## config.mk

```make
export PLATFORM = sky130hd
export DESIGN_NAME = amstrad_mem_arbiter
export DESIGN_NICKNAME = d
export VERILOG_FILES = /design/src/rtl/amstrad_mem_arbiter.sv
export SDC_FILE = /design/constraint.sdc
export NUM_CORES = 1
export LEC_CHECK = 0
export BUFFER_PORTS_ARGS = -buffer_cell sky130_fd_sc_hd__buf_4
export CAP_MARGIN = 20
export CORE_MARGIN = 2
export CORE_UTILIZATION = 47
export CTS_CLUSTER_SIZE = 10
export DETAILED_ROUTE_END_ITERATION = 10
export PLACE_DENSITY = 0.85
export SYNTH_ARGS = -nofsm -noshare
export SYNTH_HDL_FRONTEND = slang
export SYNTH_SLANG_ARGS = --single-unit
export TNS_END_PERCENT = 30
```

## constraint.sdc

```tcl
create_clock -name clk -period 2.3 [get_ports clk]
set_input_delay 0.115 -clock clk [delete_from_list [all_inputs] [get_ports clk]]
set_output_delay 0.115 -clock clk [all_outputs]
set_load 0.02 [all_outputs]
```

## src/rtl/amstrad_mem_arbiter.sv

```systemverilog
// ---------------------------------------------------------------------------
// amstrad_mem_arbiter
//
// Shares the single external RAM port between three requesters:
//   - video fetch from the gate array (16-bit words, bank 0)
//   - CPU byte accesses (already translated by the MMU)
//   - bulk loader byte writes (tape/disk/ROM injection)
// A three-state FSM (IDLE -> ISSUE -> DONE) owns one RAM transaction at a
// time. The RAM-side outputs are latched when a request is granted, so
// requester inputs may change freely once the grant has been made.
//
// Priority: video > loader-if-starved > CPU > loader.
// A 3-bit starvation counter lets the loader in after seven consecutive CPU
// grants made while the loader was waiting.
//
// Build option:
//   MEMARB_LOADER_EN  defined   -> loader port, starvation counter and loader
//                                  arbitration are present.
//                     undefined -> ld_req is ignored, ld_ack is tied low and
//                                  priority is video > CPU. The ld_* inputs
//                                  stay in the port list for pin compatibility.
//
// Ports:
//   clk, reset_n                 clock, asynchronous active-low reset
//   vid_req/vid_addr             video request and word address
//   vid_data/vid_ack             fetched word and completion pulse
//   cpu_req/cpu_we/cpu_addr/cpu_wdata   CPU request
//   cpu_rdata/cpu_ack/cpu_wait   CPU read byte, completion pulse, Z80 wait
//   ld_req/ld_addr/ld_wdata      loader write request
//   ld_ack                       loader completion pulse
//   ram_req/ram_we/ram_addr/ram_wdata   RAM request side
//   ram_rdata/ram_ack            RAM read word and completion pulse
// ---------------------------------------------------------------------------
module amstrad_mem_arbiter (
    input  logic        clk,
    input  logic        reset_n,

    input  logic        vid_req,
    input  logic [14:0] vid_addr,
    output logic [15:0] vid_data,
    output logic        vid_ack,

    input  logic        cpu_req,
    input  logic        cpu_we,
    input  logic [22:0] cpu_addr,
    input  logic [7:0]  cpu_wdata,
    output logic [7:0]  cpu_rdata,
    output logic        cpu_ack,
    output logic        cpu_wait,

    input  logic        ld_req,
    input  logic [22:0] ld_addr,
    input  logic [7:0]  ld_wdata,
    output logic        ld_ack,

    output logic        ram_req,
    output logic        ram_we,
    output logic [22:0] ram_addr,
    output logic [7:0]  ram_wdata,
    input  logic [15:0] ram_rdata,
    input  logic        ram_ack
);

    typedef enum logic [1:0] {
        S_IDLE  = 2'd0,
        S_ISSUE = 2'd1,
        S_DONE  = 2'd2
    } state_t;

    typedef enum logic [1:0] {
        OWN_VID = 2'd0,
        OWN_CPU = 2'd1,
        OWN_LD  = 2'd2
    } owner_t;

    state_t      r_state;
    state_t      w_state_nxt;
    owner_t      r_owner;
    owner_t      w_grant;
    logic        w_any_req;
    logic        w_grant_en;
    logic        w_complete;

    logic        r_ram_req;
    logic        r_ram_we;
    logic [22:0] r_ram_addr;
    logic [7:0]  r_ram_wdata;
    logic [15:0] r_vid_data;
    logic [7:0]  r_cpu_rdata;
    logic        r_vid_ack;
    logic        r_cpu_ack;

`ifdef MEMARB_LOADER_EN
    logic [2:0]  r_starve;
    logic        r_ld_ack;
`else
    // Loader inputs are kept only for pin compatibility.
    logic        w_unused_ld;
    assign w_unused_ld = ^{ld_req, ld_addr, ld_wdata};
`endif

    // -----------------------------------------------------------------------
    // Arbitration: pick the winner among the requests pending right now.
    // Only consulted in IDLE.
    // -----------------------------------------------------------------------
    always_comb begin
        w_grant   = OWN_CPU;
        w_any_req = 1'b0;
        if (vid_req) begin
            w_grant   = OWN_VID;
            w_any_req = 1'b1;
        end
`ifdef MEMARB_LOADER_EN
        // A loader that has watched seven CPU grants go by jumps the CPU.
        else if (ld_req && (r_starve == 3'd7)) begin
            w_grant   = OWN_LD;
            w_any_req = 1'b1;
        end else if (cpu_req) begin
            w_grant   = OWN_CPU;
            w_any_req = 1'b1;
        end else if (ld_req) begin
            w_grant   = OWN_LD;
            w_any_req = 1'b1;
        end
`else
        else if (cpu_req) begin
            w_grant   = OWN_CPU;
            w_any_req = 1'b1;
        end
`endif
    end

    // -----------------------------------------------------------------------
    // FSM: state register
    // -----------------------------------------------------------------------
    always_ff @(posedge clk or negedge reset_n) begin
        if (!reset_n) begin
            r_state <= S_IDLE;
        end else begin
            r_state <= w_state_nxt;
        end
    end

    // -----------------------------------------------------------------------
    // FSM: next state and per-cycle strobes
    // ram_ack is only honoured in ISSUE, so a stray or late ack (e.g. from a
    // transaction abandoned by reset) is ignored.
    // -----------------------------------------------------------------------
    always_comb begin
        w_state_nxt = r_state;
        w_grant_en  = 1'b0;
        w_complete  = 1'b0;
        case (r_state)
            S_IDLE: begin
                if (w_any_req) begin
                    w_state_nxt = S_ISSUE;
                    w_grant_en  = 1'b1;
                end
            end
            S_ISSUE: begin
                if (ram_ack) begin
                    w_state_nxt = S_DONE;
                    w_complete  = 1'b1;
                end
            end
            S_DONE: begin
                w_state_nxt = S_IDLE;
            end
            default: begin
                w_state_nxt = S_IDLE;
            end
        endcase
    end

    // -----------------------------------------------------------------------
    // Datapath: latch the RAM request at grant, capture read data and raise
    // the owner's ack at completion. Acks are single-cycle (cleared every
    // cycle unless set), which places them in the DONE cycle.
    // -----------------------------------------------------------------------
    always_ff @(posedge clk or negedge reset_n) begin
        if (!reset_n) begin
            r_owner     <= OWN_VID;
            r_ram_req   <= 1'b0;
            r_ram_we    <= 1'b0;
            r_ram_addr  <= '0;
            r_ram_wdata <= '0;
            r_vid_data  <= '0;
            r_cpu_rdata <= '0;
            r_vid_ack   <= 1'b0;
            r_cpu_ack   <= 1'b0;
        end else begin
            r_vid_ack <= 1'b0;
            r_cpu_ack <= 1'b0;

            if (w_grant_en) begin
                r_owner   <= w_grant;
                r_ram_req <= 1'b1;
                case (w_grant)
                    OWN_VID: begin
                        r_ram_addr  <= {7'b0, vid_addr, 1'b0};
                        r_ram_we    <= 1'b0;
                        r_ram_wdata <= 8'h00;
                    end
                    OWN_CPU: begin
                        r_ram_addr  <= cpu_addr;
                        r_ram_we    <= cpu_we;
                        r_ram_wdata <= cpu_wdata;
                    end
                    default: begin
                        r_ram_addr  <= ld_addr;
                        r_ram_we    <= 1'b1;
                        r_ram_wdata <= ld_wdata;
                    end
                endcase
            end

            if (w_complete) begin
                r_ram_req <= 1'b0;
                case (r_owner)
                    OWN_VID: begin
                        r_vid_data <= ram_rdata;
                        r_vid_ack  <= 1'b1;
                    end
                    OWN_CPU: begin
                        // RAM returns the even-aligned word; the latched byte
                        // address picks the lane. Writes leave rdata alone.
                        if (!r_ram_we) begin
                            r_cpu_rdata <= r_ram_addr[0] ? ram_rdata[15:8]
                                                         : ram_rdata[7:0];
                        end
                        r_cpu_ack <= 1'b1;
                    end
                    default: begin
                    end
                endcase
            end
        end
    end

`ifdef MEMARB_LOADER_EN
    // -----------------------------------------------------------------------
    // Loader ack and starvation counter. The counter only moves in IDLE:
    // it clears whenever the loader is not waiting or has just won, and
    // counts CPU grants that overtook a waiting loader. A waiting loader
    // wins at 7, so the count never needs to wrap.
    // -----------------------------------------------------------------------
    always_ff @(posedge clk or negedge reset_n) begin
        if (!reset_n) begin
            r_ld_ack <= 1'b0;
            r_starve <= 3'd0;
        end else begin
            r_ld_ack <= w_complete && (r_owner == OWN_LD);
            if (r_state == S_IDLE) begin
                if (!ld_req) begin
                    r_starve <= 3'd0;
                end else if (w_grant_en && (w_grant == OWN_LD)) begin
                    r_starve <= 3'd0;
                end else if (w_grant_en && (w_grant == OWN_CPU) && (r_starve != 3'd7)) begin
                    r_starve <= r_starve + 3'd1;
                end
            end
        end
    end

    assign ld_ack = r_ld_ack;
`else
    assign ld_ack = 1'b0;
`endif

    assign ram_req   = r_ram_req;
    assign ram_we    = r_ram_we;
    assign ram_addr  = r_ram_addr;
    assign ram_wdata = r_ram_wdata;
    assign vid_data  = r_vid_data;
    assign vid_ack   = r_vid_ack;
    assign cpu_rdata = r_cpu_rdata;
    assign cpu_ack   = r_cpu_ack;

    // Z80 wait follows the request combinationally and drops with the ack.
    assign cpu_wait  = cpu_req & ~r_cpu_ack;

endmodule

```

After elaboration in Yosys (flattened, before gate mapping)
Cells that the tools add are included.
{ "totals": {"out_inout_bits": 61, "reg_bits": 63, "in_bits": 100, "wordCells": 45} }
{ "op_classes": {"n_eq_ne": 5, "reduce_logical": 7, "muxes": 20, "bitwise_logic": 3} }
{ "op_table": {"columns": ["op", "count"], "rows": [
  ["$pmux W23 S2", 1],
  ["$pmux W8 S2", 1],
  ["$mux W1", 13],
  ["$mux W8", 1],
  ["$logic_not A2 Y1", 3],
  ["$eq A2 B1 Y1 const B", 2],
  ["$mux W2", 2],
  ["$ne A2 B2 Y1 const B", 2],
  ["$pmux W2 S2", 1],
  ["$reduce_and A2 Y1", 2],
  ["$reduce_and A3 Y1", 1],
  ["$not A1 Y1", 2],
  ["$pmux W1 S2", 1],
  ["$reduce_bool A2 Y1", 1],
  ["$and A1 B1 Y1", 1],
  ["$eq A1 B1 Y1 const B", 1]
]} }

Depth between registers and ports, before layout
{ "depth": {"ltp_word": 6, "depth_mapped": 5, "depth_no_buf": 3} }

Worst setup path before layout
No wires, ideal clock.
{ "synth_timing": {"path_kind": "register to register", "from": "register r_ram_addr[0], in the netlist ram_addr[0]", "to": "register r_cpu_rdata[0], in the netlist cpu_rdata[0]", "path_slack_ps": 815, "setup_time_ps": 125, "t_arrival_ps": 1360, "n_path_buf": 1, "required_ps": 2175, "path_stages_with_launch": 4, "synth_period_minus_slack_ps": 1485, "path_cell_list": "dfrtp_1 -> clkbuf_1 -> mux2_2 -> mux2_2"} }
{ "synth_between": {"elab_chain_cells": 1} }
{ "synth_rtl": {"columns": ["element", "line_no", "source"], "rows": [
  ["start, declared", "86", "logic [22:0] r_ram_addr;"],
  ["start signal, assigned", "200", "r_ram_addr <= {7'b0, vid_addr, 1'b0};"],
  ["start signal, assigned", "205", "r_ram_addr <= cpu_addr;"],
  ["start signal, assigned", "210", "r_ram_addr <= ld_addr;"],
  ["$mux W8", "228", "r_cpu_rdata <= r_ram_addr[0] ? ram_rdata[15:8]"],
  ["end signal, assigned", "228", null],
  ["end, declared", "89", "logic [7:0] r_cpu_rdata;"]
]} }
Every way passes these cells.
A chain may end at the register's enable or synchronous reset.

Final worst setup path
{ "layout_timing": {"from": "register r_state[1]", "to": "register r_vid_data[3], in the netlist vid_data[3]"} }
{ "layout_between": {"elab_chain_cells": 3} }
{ "layout_rtl": {"columns": ["element", "line_no", "source"], "rows": [
  ["start, declared", "76", "state_t r_state;"],
  ["start signal, assigned", "140", "r_state <= w_state_nxt;"],
  ["$eq A2 B1 Y1", "153", "case (r_state)"],
  ["$mux W1", "153", null],
  ["$reduce_and A2 Y1 (no source line)", null, null],
  ["end signal, assigned", "221", "r_vid_data <= ram_rdata;"],
  ["end, declared", "88", "logic [15:0] r_vid_data;"]
]} }
Every way passes these cells.

==> out/metrics.yaml <==
die_x_um: 80.4
nFillCells: 412
core-area_sq_mm: 0.00557
overflow: 0
ctsResizeCount: 0
diodes: 0
die_h_um: 80.4
rows: 27
grt_pass1_vias: 1943
crit_path_top_delay_cell: "dfrtp_1"
p_leak_uw: 0.00189
vdd_drop_max_mv: 0.812
syn_nets: 282
antenna_found_initial: 0
grt_pass1_wl_um: 9200
grt_max_degree: 63
met1_length_um: 2260
setup_viol: 0
synth.distinct_cells: 19
clkLatencyLatePin_ns: 0.33
path_class: "reg2reg"
gp_congestion: 0.717
status: "complete, no violations"
synth_edf_count: 0
cp_data_required_time_ns: 2.51
die_area_sq_mm: 0.00647
clock-sinks: 62
start_util_pct: 49.2
hold_violations: 0
swShare_pct: 36.2
crit_fanout: 17
cts_inserted_buffers: 9
relSlewSlack_pct: 49.7
wl_per_cell_um: 15.3
synth.avg_cell_area_sq_um: 15.1
critPathCaptureType: "flip-flop"
worstMarginPinSlew_ns: 0.754
yosys_warnings: 0
hp-class: "in2reg"
dr.max_layer_used: "met4"
cts_tree: "built"
viasPerCell: 4.85
met2_length_um: 2870
ant_nets: 0
cpPeakStageDelay_ns: 0.42
p_comb_share_pct: 48.0
cts-htree-levels: 3
drtIter0Drc: 87
drc_errors: 0
layout.cells.most_common: "buf_4"
min_period_over_period_pct: 69.2
finClkSkew_ns: 0.00383
dr_total_vias: 1887
maxSlewViolCount: 0
p_int_uw: 3470
clk_pin_slew_ns: 0.06
yosysSeqAreaShare_pct: 56.5
synthCells: 182
syn_to_final_growth_pct: 42.8
crit_arrival_ns: 1.80
cts_buffer_depth: 2
ys.flop_type: "dfrtp_1"
drive_gt1_share_pct: 70.7
wirelength_um: 5950
crit_chain: "nand3b_4 -> nor2_4 -> mux2_2"
syn-cell-area_sq_mm: 0.00275
ys_ff_latch: 62
period_needed_ns: 1.59
first_pass_iters: 4
synthArstFlopShare_pct: 100
dpl.hpwl_um: 4260
pwr-share-clk_pct: 15.9
setup_tns_ns: 0
seq_power_share_pct: 36.1
grt_setup_unrepaired: "no"
power_uw: 5430
wl_met3_um: 727
grtUsageTotal_pct: 19.3
cap_viol_max_count: 0
setup_slack_ns: 0.708
switchingPower_uw: 1960
power_density_mw_per_mm2: 1390
root_buffer: "clkbuf_8"
io_buffers: 127
detailedPlace.worstSlack_ns: 0.597
ios: 161
layout_common_cells: "buf_4, mux2_2, dfrtp_1"
fmax_mhz: 628
startpoint_type: "flip-flop"
layout.nets: 412
stage by stage:
| stage | cells | util [%] | hold WS [ns] | area (sq um) |
|---|---|---|---|---|
| floorplan | 182 | - | -0.181 | 2750 |
| global placement | 372 | 66.9 | 0.238 | 3730 |
| detailed placement | 372 | 66.9 | 0.250 | 3730 |
| CTS | 389 | 70.3 | 0.0126 | 3920 |
| global route | 389 | 70.3 | 0.00269 | 3920 |
| finish | 389 | 70.3 | 0.0234 | 3920 |
kinds of logic (layout without fill, tap and decap cells):
family                 after synthesis  count (layout)  share of synthesized area, %
AOI/OAI and AO/OA                    1               1                         0.274
buffers and inverters               12             147                          3.10
DFF                                 62              62                          56.5
muxes                               80              80                          32.8
other                                1               1                         0.137
and+or+nand+nor                     26              26                          7.20
final cells by class:
cell class | count | area (sq um) | share of cell area, %
clock buffers | 16 | 180 | 4.59
inverters | 2 | 7.51 | 0.191
repair buffers | 129 | 983 | 25.1
multi-input cells | 108 | 1110 | 28.3
flip-flops and latches | 62 | 1550 | 39.6
well taps | 72 | 90.1 | 2.30
per-layer routing:
layer / track usage, % / vias up
met5: 0 / -
met4: 8.14 / 0
met3: 9.10 / 10
met2: 31.5 / 94
met1: 21.7 / 901
li1: - / 882
final timing paths:
path	slack (ns)	to	start	cells past startpoint
max reg2reg	0.71	vid_data[3]	r_state[1]	3
min	0.02	vid_data[9]	ram_rdata[9]	2
min reg2reg	0.49	ram_addr[3]	ram_addr[3]	1
min in group asynchronous	0.41	ram_wdata[4]	reset_n	2
max	0.71	vid_data[3]	r_state[1]	3
max in group asynchronous	1.39	ram_addr[15]	reset_n	2
power by group through the flow:
| stage | clock network [uW] | registers, uW | logic [uW] |
|---|---|---|---|
| 3_3_place_gp | 0 | 1950 | 2610 |
| 5_1_grt | 942 | 2040 | 2760 |
| 4_1_cts | 886 | 1970 | 2650 |
| 6_report | 862 | 1960 | 2610 |
| 3_5_place_dp | 0 | 1980 | 2640 |
| 2_1_floorplan | 0 | 2570 | 944 |
cell usage after synthesis, types with 2 or more instances:
library cell | instances | share of area (%)
nor3_4 | 2 | 1.2
clkbuf_1 | 2 | 0.27
buf_6 | 4 | 1.6
buf_2 | 2 | 0.36
dfrtp_1 | 62 | 57
nor2b_1 | 18 | 4.1
nor2_1 | 2 | 0.27
buf_4 | 2 | 0.55
mux2_2 | 78 | 32
critical path, delay by kind of cell, from the launching register on:
kind | cells | cell delay [ns]
mux | 1 | 0.40
simple gates | 2 | 0.64
flops | 1 | 0.42
what timing repair did:
action                                  in CTS  in global routing
setup buffers                                0                  0
endpoints found under the setup margin       0                  0
endpoints found under the hold margin       62                  0
hold buffers                                 1                  0
sequential cells by signal (all words and copies together) (netlist names):
name	count
r_state	2
ram_addr	23
vid_ack	1
r_owner	1
cpu_ack	1
ram_we	1
vid_data	16
ram_wdata	8
cpu_rdata	8
ram_req	1
(Power assumes the default switching activity.)
